<file path="config.mk">
export PLATFORM = sky130hd
export DESIGN_NAME = uart_tx_fifo_feeder
export DESIGN_NICKNAME = d
export VERILOG_FILES = /design/src/rtl/uart_tx_fifo_feeder.sv
export SDC_FILE = /design/constraint.sdc
export NUM_CORES = 1
export LEC_CHECK = 0
export ABC_AREA = 1
export BUFFER_PORTS_ARGS = -buffer_cell sky130_fd_sc_hd__buf_4
export CORE_MARGIN = 2
export CORE_UTILIZATION = 60
export CTS_CLUSTER_DIAMETER = 200
export CTS_CLUSTER_SIZE = 20
export DETAILED_ROUTE_END_ITERATION = 12
export PLACE_DENSITY = 0.78
export SLEW_MARGIN = 10
export SYNTH_ARGS = -nofsm -noshare
export SYNTH_HDL_FRONTEND = slang
export SYNTH_SLANG_ARGS = --single-unit
</file>
<file path="constraint.sdc">
create_clock -name clk -period 2.6 [get_ports clk]
set_clock_uncertainty 0.05 [all_clocks]
set_input_delay 0.52 -clock clk [delete_from_list [all_inputs] [get_ports clk]]
set_output_delay 0.52 -clock clk [all_outputs]
set_load 0.05 [all_outputs]
</file>
<file path="src/rtl/uart_tx_fifo_feeder.sv">
// Byte FIFO and sequencer feeding the UART byte transmitter one byte per tx_done handshake.
// Optional inter-frame idle gap enabled by defining UART_TX_FEED_GAP_EN.
module uart_tx_fifo_feeder #(
    parameter int DEPTH      = 16,
    parameter int ADDR_W     = 4,
    parameter int GAP_CYCLES = 16
) (
    input  logic              clk,
    input  logic              reset,
    input  logic              wr_en,
    input  logic [7:0]        wr_data,
    output logic              full,
    output logic              empty,
    output logic [ADDR_W:0]   level,
    output logic              wr_overflow,
    output logic [7:0]        tx_data_byte,
    output logic              tx_send_en,
    input  logic              tx_done,
    output logic              feeder_busy
);

    localparam logic [ADDR_W:0] LVL_FULL = (ADDR_W+1)'(DEPTH);
    localparam logic [ADDR_W:0] LVL_ONE  = (ADDR_W+1)'(1);

    generate
        if (DEPTH < 2 || (1 << ADDR_W) != DEPTH || GAP_CYCLES < 1) begin : g_bad_cfg
            $error("uart_tx_fifo_feeder: DEPTH must be 2**ADDR_W (>=2) and GAP_CYCLES >= 1");
        end
    endgenerate

`ifdef UART_TX_FEED_GAP_EN
    typedef enum logic [1:0] {IDLE, SEND, WAIT_DONE, GAP} state_t;
    localparam int GAP_W = $clog2(GAP_CYCLES + 1);
    localparam logic [GAP_W-1:0] GAP_LAST = GAP_W'(GAP_CYCLES - 1);
    logic [GAP_W-1:0] gap_cnt;
`else
    typedef enum logic [1:0] {IDLE, SEND, WAIT_DONE} state_t;
`endif

    state_t state, state_nxt;

    logic [7:0]        mem [DEPTH];
    logic [ADDR_W-1:0] wr_ptr, rd_ptr;
    logic              pop, wr_acc, send_nxt;
    logic [ADDR_W:0]   level_nxt;

    // A pop in the same cycle frees a slot, so a full FIFO still accepts that write.
    assign pop    = (state == IDLE) && !empty;
    assign wr_acc = wr_en && (!full || pop);

    always_comb begin
        level_nxt = level;
        if (wr_acc && !pop)
            level_nxt = level + LVL_ONE;
        else if (!wr_acc && pop)
            level_nxt = level - LVL_ONE;
    end

    always_comb begin
        state_nxt = state;
        case (state)
            IDLE:      if (!empty) state_nxt = SEND;
            SEND:      state_nxt = WAIT_DONE;
`ifdef UART_TX_FEED_GAP_EN
            WAIT_DONE: if (tx_done) state_nxt = GAP;
            GAP:       if (gap_cnt == GAP_LAST) state_nxt = IDLE;
`else
            WAIT_DONE: if (tx_done) state_nxt = IDLE;
`endif
            default:   state_nxt = IDLE;
        endcase
        send_nxt = (state_nxt == SEND);
    end

    always_ff @(posedge clk or posedge reset) begin
        if (reset) begin
            state        <= IDLE;
            wr_ptr       <= '0;
            rd_ptr       <= '0;
            level        <= '0;
            full         <= 1'b0;
            empty        <= 1'b1;
            wr_overflow  <= 1'b0;
            tx_data_byte <= 8'h00;
            tx_send_en   <= 1'b0;
        end else begin
            state       <= state_nxt;
            tx_send_en  <= send_nxt;
            wr_overflow <= wr_en && !wr_acc;
            if (wr_acc)
                wr_ptr <= wr_ptr + ADDR_W'(1);
            if (pop) begin
                rd_ptr       <= rd_ptr + ADDR_W'(1);
                tx_data_byte <= mem[rd_ptr];
            end
            // Flags come from the next level so they never lag it.
            level <= level_nxt;
            full  <= (level_nxt == LVL_FULL);
            empty <= (level_nxt == '0);
        end
    end

    // Storage carries no reset; contents are don't-care until written.
    always_ff @(posedge clk) begin
        if (wr_acc)
            mem[wr_ptr] <= wr_data;
    end

`ifdef UART_TX_FEED_GAP_EN
    always_ff @(posedge clk or posedge reset) begin
        if (reset)
            gap_cnt <= '0;
        else if (state != GAP)
            gap_cnt <= '0;
        else
            gap_cnt <= gap_cnt + GAP_W'(1);
    end
`endif

    assign feeder_busy = (state != IDLE) || !empty;

`ifndef SYNTHESIS
    a_send_one_cycle: assert property (@(posedge clk) disable iff (reset)
        tx_send_en |=> !tx_send_en);
    a_level_range: assert property (@(posedge clk) disable iff (reset)
        level <= LVL_FULL);
    a_flags_match: assert property (@(posedge clk) disable iff (reset)
        (full == (level == LVL_FULL)) && (empty == (level == '0)));
`endif

endmodule

</file>
Yosys cells after proc, flatten, opt, wreduce, memory -nomap -nowiden
Memory sizes are Yosys's and may differ from the RTL's. A register that Yosys moved wholly into a read port is not among the register bits.
Index checks and enable logic that the tools add are counted.
W data, S select, Z words.
{"block": "classes", "n_addsub": 4, "n_eq_ne": 4, "mux": 7, "reduce_logical": 14}
{"cell": "$mux W5", "n": 2}
{"cell": "$add A4 B1 Y4 const B", "n": 2}
{"cell": "$pmux W2 S3", "n": 1}
{"cell": "$add A5 B1 Y5 const B", "n": 1}
{"cell": "$eq A5 B5 Y1 const B", "n": 1}
{"cell": "$logic_and A1 B1 Y1", "n": 5}
{"cell": "$logic_not A5 Y1", "n": 1}
{"cell": "$sub A5 B1 Y5 const B", "n": 1}
{"cell": "$eq A2 B1 Y1 const B", "n": 2}
{"cell": "$logic_not A1 Y1", "n": 4}
{"cell": "$mux W2", "n": 2}
{"cell": "$eq A2 B2 Y1 const B", "n": 1}
{"cell": "$logic_not A2 Y1", "n": 1}
{"cell": "$logic_or A1 B1 Y1", "n": 2}
{"cell": "$mux W1", "n": 2}
{"cell": "$reduce_bool A2 Y1", "n": 1}
{"block": "word_totals", "ff_bits": 19, "mem_bits_rw": 128, "inputBits": 12, "wordCells": 38, "n_memories": 1}
{"memory": "mem", "depth": 16, "word_bits": 8, "rd": 1, "rd_ports_with_merged_regs": 1, "wr": 1, "line_no": "42", "text": "logic [7:0] mem [DEPTH];"}

Longest topological paths before layout
{"block": "logic_depth", "ltp_word": 9, "mapped_depth": 10}

Worst setup path after synthesis
No wires, ideal clock.
{"block": "synth_path", "path_type": "register -> register", "from": "register empty", "to": "memory mem[0][0], enable pin", "arrival_time_ps": 1391, "required_time_ps": 2180, "slack_ps": 789, "stages_incl_launch_ff": 8, "path_buffers": 0, "period_less_slack_ps": 1811, "cell_sequence": "dfstp_2 > inv_2 > nand2_4 > nand2_1 > nand2_1 > inv_2 > nand2_1 > nor2_1"}
{"block": "synth_via", "elab_chain_cells": 6}
{"item": "from (decl)", "line_no": "13", "text": "output logic empty,"}
{"item": "from (signal assigned)", "line_no": "99", "text": "empty <= (level_nxt == '0);"}
{"item": "$logic_not A1 Y1", "line_no": "48", "text": "assign pop = (state == IDLE) && !empty;"}
{"item": "$logic_and A1 B1 Y1", "line_no": "48"}
{"item": "$logic_or A1 B1 Y1", "line_no": "49", "text": "assign wr_acc = wr_en && (!full || pop);"}
{"item": "$logic_and A1 B1 Y1", "line_no": "49"}
{"item": "$mux W1", "line_no": "105", "text": "if (wr_acc)"}
{"item": "$mux W1 (not written as such)", "line_no": "106", "text": "mem[wr_ptr] <= wr_data;"}
{"item": "to (decl)", "line_no": "42"}
Every way passes these cells.

Worst setup path in the final report
{"block": "layout_path", "from": "register state[1]", "to": "memory mem[14][2], enable pin"}
{"block": "layout_via", "elab_chain_cells": 6}
{"item": "from (decl)", "line_no": "40", "text": "state_t state, state_nxt;"}
{"item": "from (signal assigned)", "line_no": "87", "text": "state <= state_nxt;"}
{"item": "$logic_not A2 Y1", "line_no": "48"}
{"item": "$logic_and A1 B1 Y1", "line_no": "48"}
{"item": "$logic_or A1 B1 Y1", "line_no": "49"}
{"item": "$logic_and A1 B1 Y1", "line_no": "49"}
{"item": "$mux W1", "line_no": "105"}
{"item": "$mux W1 (not written as such)", "line_no": "106"}
Every way passes these cells.

==> impl_metrics.xml <==
<?xml version="1.0" encoding="UTF-8"?>
<metrics>
  <group name="route">
    <metric name="met2_wirelength" unit="um">7193</metric>
    <metric name="drtIter0Drc" unit="">383</metric>
    <metric name="drt_pass_1_iters" unit="">5</metric>
    <metric name="post_drt_via_cell_ratio" unit="">5.714</metric>
    <metric name="met3_length" unit="um">1097</metric>
    <metric name="antenna_left" unit="">0</metric>
    <metric name="wl_met1" unit="um">5619</metric>
    <metric name="dr.max_layer_used" unit="">met4</metric>
    <metric name="average_routed_wire_per_standard_cell" unit="um">18.42</metric>
    <metric name="detailroute.via_count" unit="">4377</metric>
    <metric name="detail_route.wirelength" unit="um">14110</metric>
    <metric name="drt_drc_violations_left" unit="">0</metric>
  </group>
  <group name="floorplan">
    <metric name="die-area" unit="um2">11680</metric>
    <metric name="placeableCoreArea" unit="um2">10700</metric>
    <metric name="placementRows" unit="">38</metric>
    <metric name="initial_util" unit="">0.6077</metric>
    <metric name="fp.dieH" unit="um">108.1</metric>
    <metric name="io_pins" unit="">30</metric>
    <metric name="dieWidth" unit="um">108.1</metric>
  </group>
  <group name="critical_path">
    <metric name="worst_setup_path_start_kind" unit="">register</metric>
    <metric name="critPathArrivalTime" unit="ns">2.35</metric>
    <metric name="slowest_stage" unit="">nor2_1</metric>
    <metric name="crit_top_cell" unit="">nand2_1</metric>
    <metric name="critical_path.cell_chain" unit="">nor2_4, nand2_4, nand2_1, nand2_1, inv_2, nand2_1, nor2_1</metric>
    <metric name="cp_data_required_time" unit="ns">2.71</metric>
    <metric name="crit_path_end_kind" unit="">register</metric>
    <metric name="path_max_fanout" unit="">15</metric>
    <metric name="timing.setup.critical_path_class" unit="">register to register</metric>
    <metric name="critPathMaxStageDelay" unit="ns">0.55</metric>
  </group>
  <group name="cells_and_area">
    <metric name="post_route_cells_drive_above_1_share" unit="">0.1534</metric>
    <metric name="fin_nets" unit="">632</metric>
    <metric name="syn_to_final_growth" unit="%">14.41</metric>
    <metric name="num-fill-cells" unit="">757</metric>
    <metric name="antennaDiodeCount" unit="">0</metric>
  </group>
  <group name="pwr">
    <metric name="leakagePower" unit="nW">2.914</metric>
    <metric name="power.share.sequential" unit="">0.376</metric>
    <metric name="peakVddDrop" unit="uV">1108</metric>
    <metric name="switching_fraction_of_total_power" unit="">0.3968</metric>
    <metric name="power.share.combinational" unit="">0.371</metric>
    <metric name="power_density" unit="nW/um2">1213</metric>
    <metric name="internal_power" unit="mW">5.443</metric>
    <metric name="p_switching" unit="mW">3.580</metric>
    <metric name="clkPwrFrac" unit="">0.254</metric>
  </group>
  <group name="clocking">
    <metric name="clockRootBuffer" unit="">clkbuf_8</metric>
    <metric name="cts-hold-fix-buffers" unit="">0</metric>
    <metric name="cts_repair_resize_count" unit="">0</metric>
    <metric name="cts_sinks" unit="">155</metric>
    <metric name="clock_insertion_delay_at_the_later_pin_of_the_skew_report" unit="ns">0.53</metric>
    <metric name="cts.path.max_buffers" unit="">2</metric>
    <metric name="tritoncts" unit="">done</metric>
    <metric name="post-cts-setup-buffer-count" unit="">0</metric>
    <metric name="clock_tree.htree_level_count" unit="">4</metric>
    <metric name="path_clk_slew" unit="ns">0.06</metric>
    <metric name="cts-buffers-inserted" unit="">17</metric>
  </group>
  <group name="logic_synthesis">
    <metric name="yosys_register_bits" unit="">155</metric>
    <metric name="synth_top_family_by_area" unit="">simple AND/OR/NAND/NOR gates</metric>
    <metric name="synth-adder-area-share" unit="">0.01347</metric>
    <metric name="synthesis.nets" unit="">590</metric>
    <metric name="post_synth_xor_area_fraction" unit="">0.01212</metric>
    <metric name="synthesis.instances" unit="">571</metric>
    <metric name="syn_area" unit="um2">6501</metric>
    <metric name="synth.distinct_cells" unit="">30</metric>
    <metric name="post_synth_mux_area_share" unit="">0</metric>
    <metric name="simple_gate_area_share_of_the_yosys_netlist" unit="">0.1982</metric>
    <metric name="synth_compound_gate_area_share" unit="">0.04157</metric>
    <metric name="mean_area_per_synthesized_cell" unit="um2">11.39</metric>
    <metric name="register_area_share_after_synthesis" unit="">0.6953</metric>
    <metric name="yosys_warnings" unit="">0</metric>
  </group>
  <group name="sta">
    <metric name="report.final.slew_viol_count" unit="">0</metric>
    <metric name="worst_slew_slack_as_a_fraction_of_its_limit" unit="">0.4640</metric>
    <metric name="rsz0062_at_grt" unit="">false</metric>
    <metric name="hold_violation_count_in_the_final_report" unit="">0</metric>
    <metric name="minimum_clock_period" unit="ns">2.235</metric>
    <metric name="worst_slew_pin_slew" unit="ns">0.8031</metric>
    <metric name="fin_crit_sh" unit="">0.8595</metric>
    <metric name="worst_hold_slack_after_final_layout" unit="ns">0.09639</metric>
    <metric name="peak_clock_frequency_supported_by_timing" unit="MHz">447.5</metric>
    <metric name="fin_tns_setup" unit="ns">0</metric>
    <metric name="report.final.setup_viol" unit="">0</metric>
  </group>
  <group name="global_routing">
    <metric name="first_global_vias" unit="">4250</metric>
    <metric name="maximum_number_of_pins_on_one_net_before_global_route_repair" unit="">66</metric>
    <metric name="antenna_found_initial" unit="">0</metric>
    <metric name="global_route.usage.total" unit="">0.2620</metric>
    <metric name="grt_first_pass_wirelength" unit="um">22050</metric>
    <metric name="overflow" unit="">0</metric>
  </group>
  <group name="status">
    <metric name="run_status" unit="">completed</metric>
  </group>
  <group name="run">
    <metric name="cap_viol_max_count" unit="">0</metric>
  </group>
  <group name="placed_design">
    <metric name="detailed_place_hpwl" unit="um">9017</metric>
    <metric name="gpl.final_weighted_congestion" unit="">0.8364</metric>
    <metric name="port_buffers" unit="">29</metric>
  </group>
  <group name="worst_hold_path">
    <metric name="holdCritPathClass" unit="">primary input to asynchronous set/reset pin</metric>
  </group>
</metrics>
==> placed cells by master, fill, tap and decap left out, types with 2 or more instances in the layout <==
cell	count
nand2_1	163
edfxtp_1	128
nand3_1	70
nor2_1	51
buf_4	46
dfrtp_1	25
o21ai_0	22
a21oi_1	19
inv_1	18
clkbuf_16	16
xor2_1	8
ha_1	7
inv_2	6
o22ai_1	6
clkinvlp_4	5
nand2_2	3
nand4_1	3
nand3_2	3
a21boi_0	3
clkinv_2	3
clkbuf_1	3
nor2_4	2
clkinv_1	2
bufinv_16	2
==> Yosys cell counts (all sizes together) <==
cell,instances,share of area
o21ai,23,0.018
nand3,74,0.061
a21boi,3,0.0035
dfrtp,26,0.10
inv,25,0.015
nand4,3,0.0029
edfxtp,128,0.59
nor3,1,0.0015
ha,7,0.013
nand2,167,0.099
xor2,8,0.011
o22ai,6,0.0058
nor2,54,0.034
xnor2,1,0.0013
buf,20,0.022
clkbuf,4,0.0023
dfstp,1,0.0040
clkinv,1,0.00058
a21oi,19,0.015
==> registers in the layout, summed over array words and instances (netlist names) <==
signal	flops
mem	128
empty	1
tx_send_en	1
rd_ptr	4
level	5
state	2
wr_ptr	4
tx_data_byte	8
full	1
wr_overflow	1
==> cell families after synthesis <==
logic type               Yosys count
AO/OA/AOI/OAI                     51
XOR/XNOR                           9
adder cells (fa/ha/maj)            7
buffers and inverters             50
flip-flops                       155
AND/OR/NAND/NOR                  299
==> critical path, delay by kind of cell (launching register included) <==
family | cells | cell delay, ns
buffers and inverters | 1 | 0.14
and+or+nand+nor | 6 | 1.25
DFF | 1 | 0.42
==> worst paths after layout <==
check,end,slack (ns),startpoint,depth (start not counted)
min in group clk,state[1],0.21,tx_done,4
worst max-delay path,mem[14][2],0.37,state[1],7
worst max register to register,mem[14][2],0.37,state[1],7
max in group asynchronous,rd_ptr[0],1.75,reset,3
worst min register to register,tx_data_byte[0],0.43,tx_data_byte[0],2
worst min-delay path,wr_ptr[2],0.1,reset,2
==> power groups by stage <==
stage / registers [mW] / logic (mW) / clock network (mW)
final: 3.39 / 3.34 / 2.29
after global routing: 3.43 / 3.68 / 2.41
after CTS: 3.38 / 3.33 / 2.31
after detailed placement: 3.43 / 3.31 / 0
after global placement: 3.41 / 3.22 / 0
after floorplan: 3.74 / 2.08 / 0
==> layout make-up <==
class,instances,area [um2],share of cell area
Clock buffer,20,425.4,0.05719
Inverter,26,100.1,0.01346
Clock inverter,12,125.1,0.01682
Tap cell,140,175.2,0.02355
Timing Repair Buffer,47,365.4,0.04912
Multi-Input combinational cell,366,1725,0.2320
Sequential cell,155,4522,0.6079
==> routing by layer <==
layer	vias up	track usage
met4	0	0.09341
met1	2108	0.3404
met2	200	0.4362
met3	19	0.06088
met5	-	0
li1	2050	-
==> stage by stage <==
stage / power, mW / setup slack, ns / area, um2 / util / std cells
after floorplan: 5.817 / 0.7891 / 6501 / - / 571
after global placement: 6.632 / 0.5628 / 6888 / 0.6439 / 734
after detailed placement: 6.736 / 0.4150 / 6888 / 0.6439 / 734
after CTS: 9.020 / 0.4077 / 7438 / 0.6953 / 766
after global routing: 9.524 / 0.2666 / 7438 / 0.6953 / 766
final: 9.023 / 0.3653 / 7438 / 0.6953 / 766
Power figures use the tool's default switching activity.
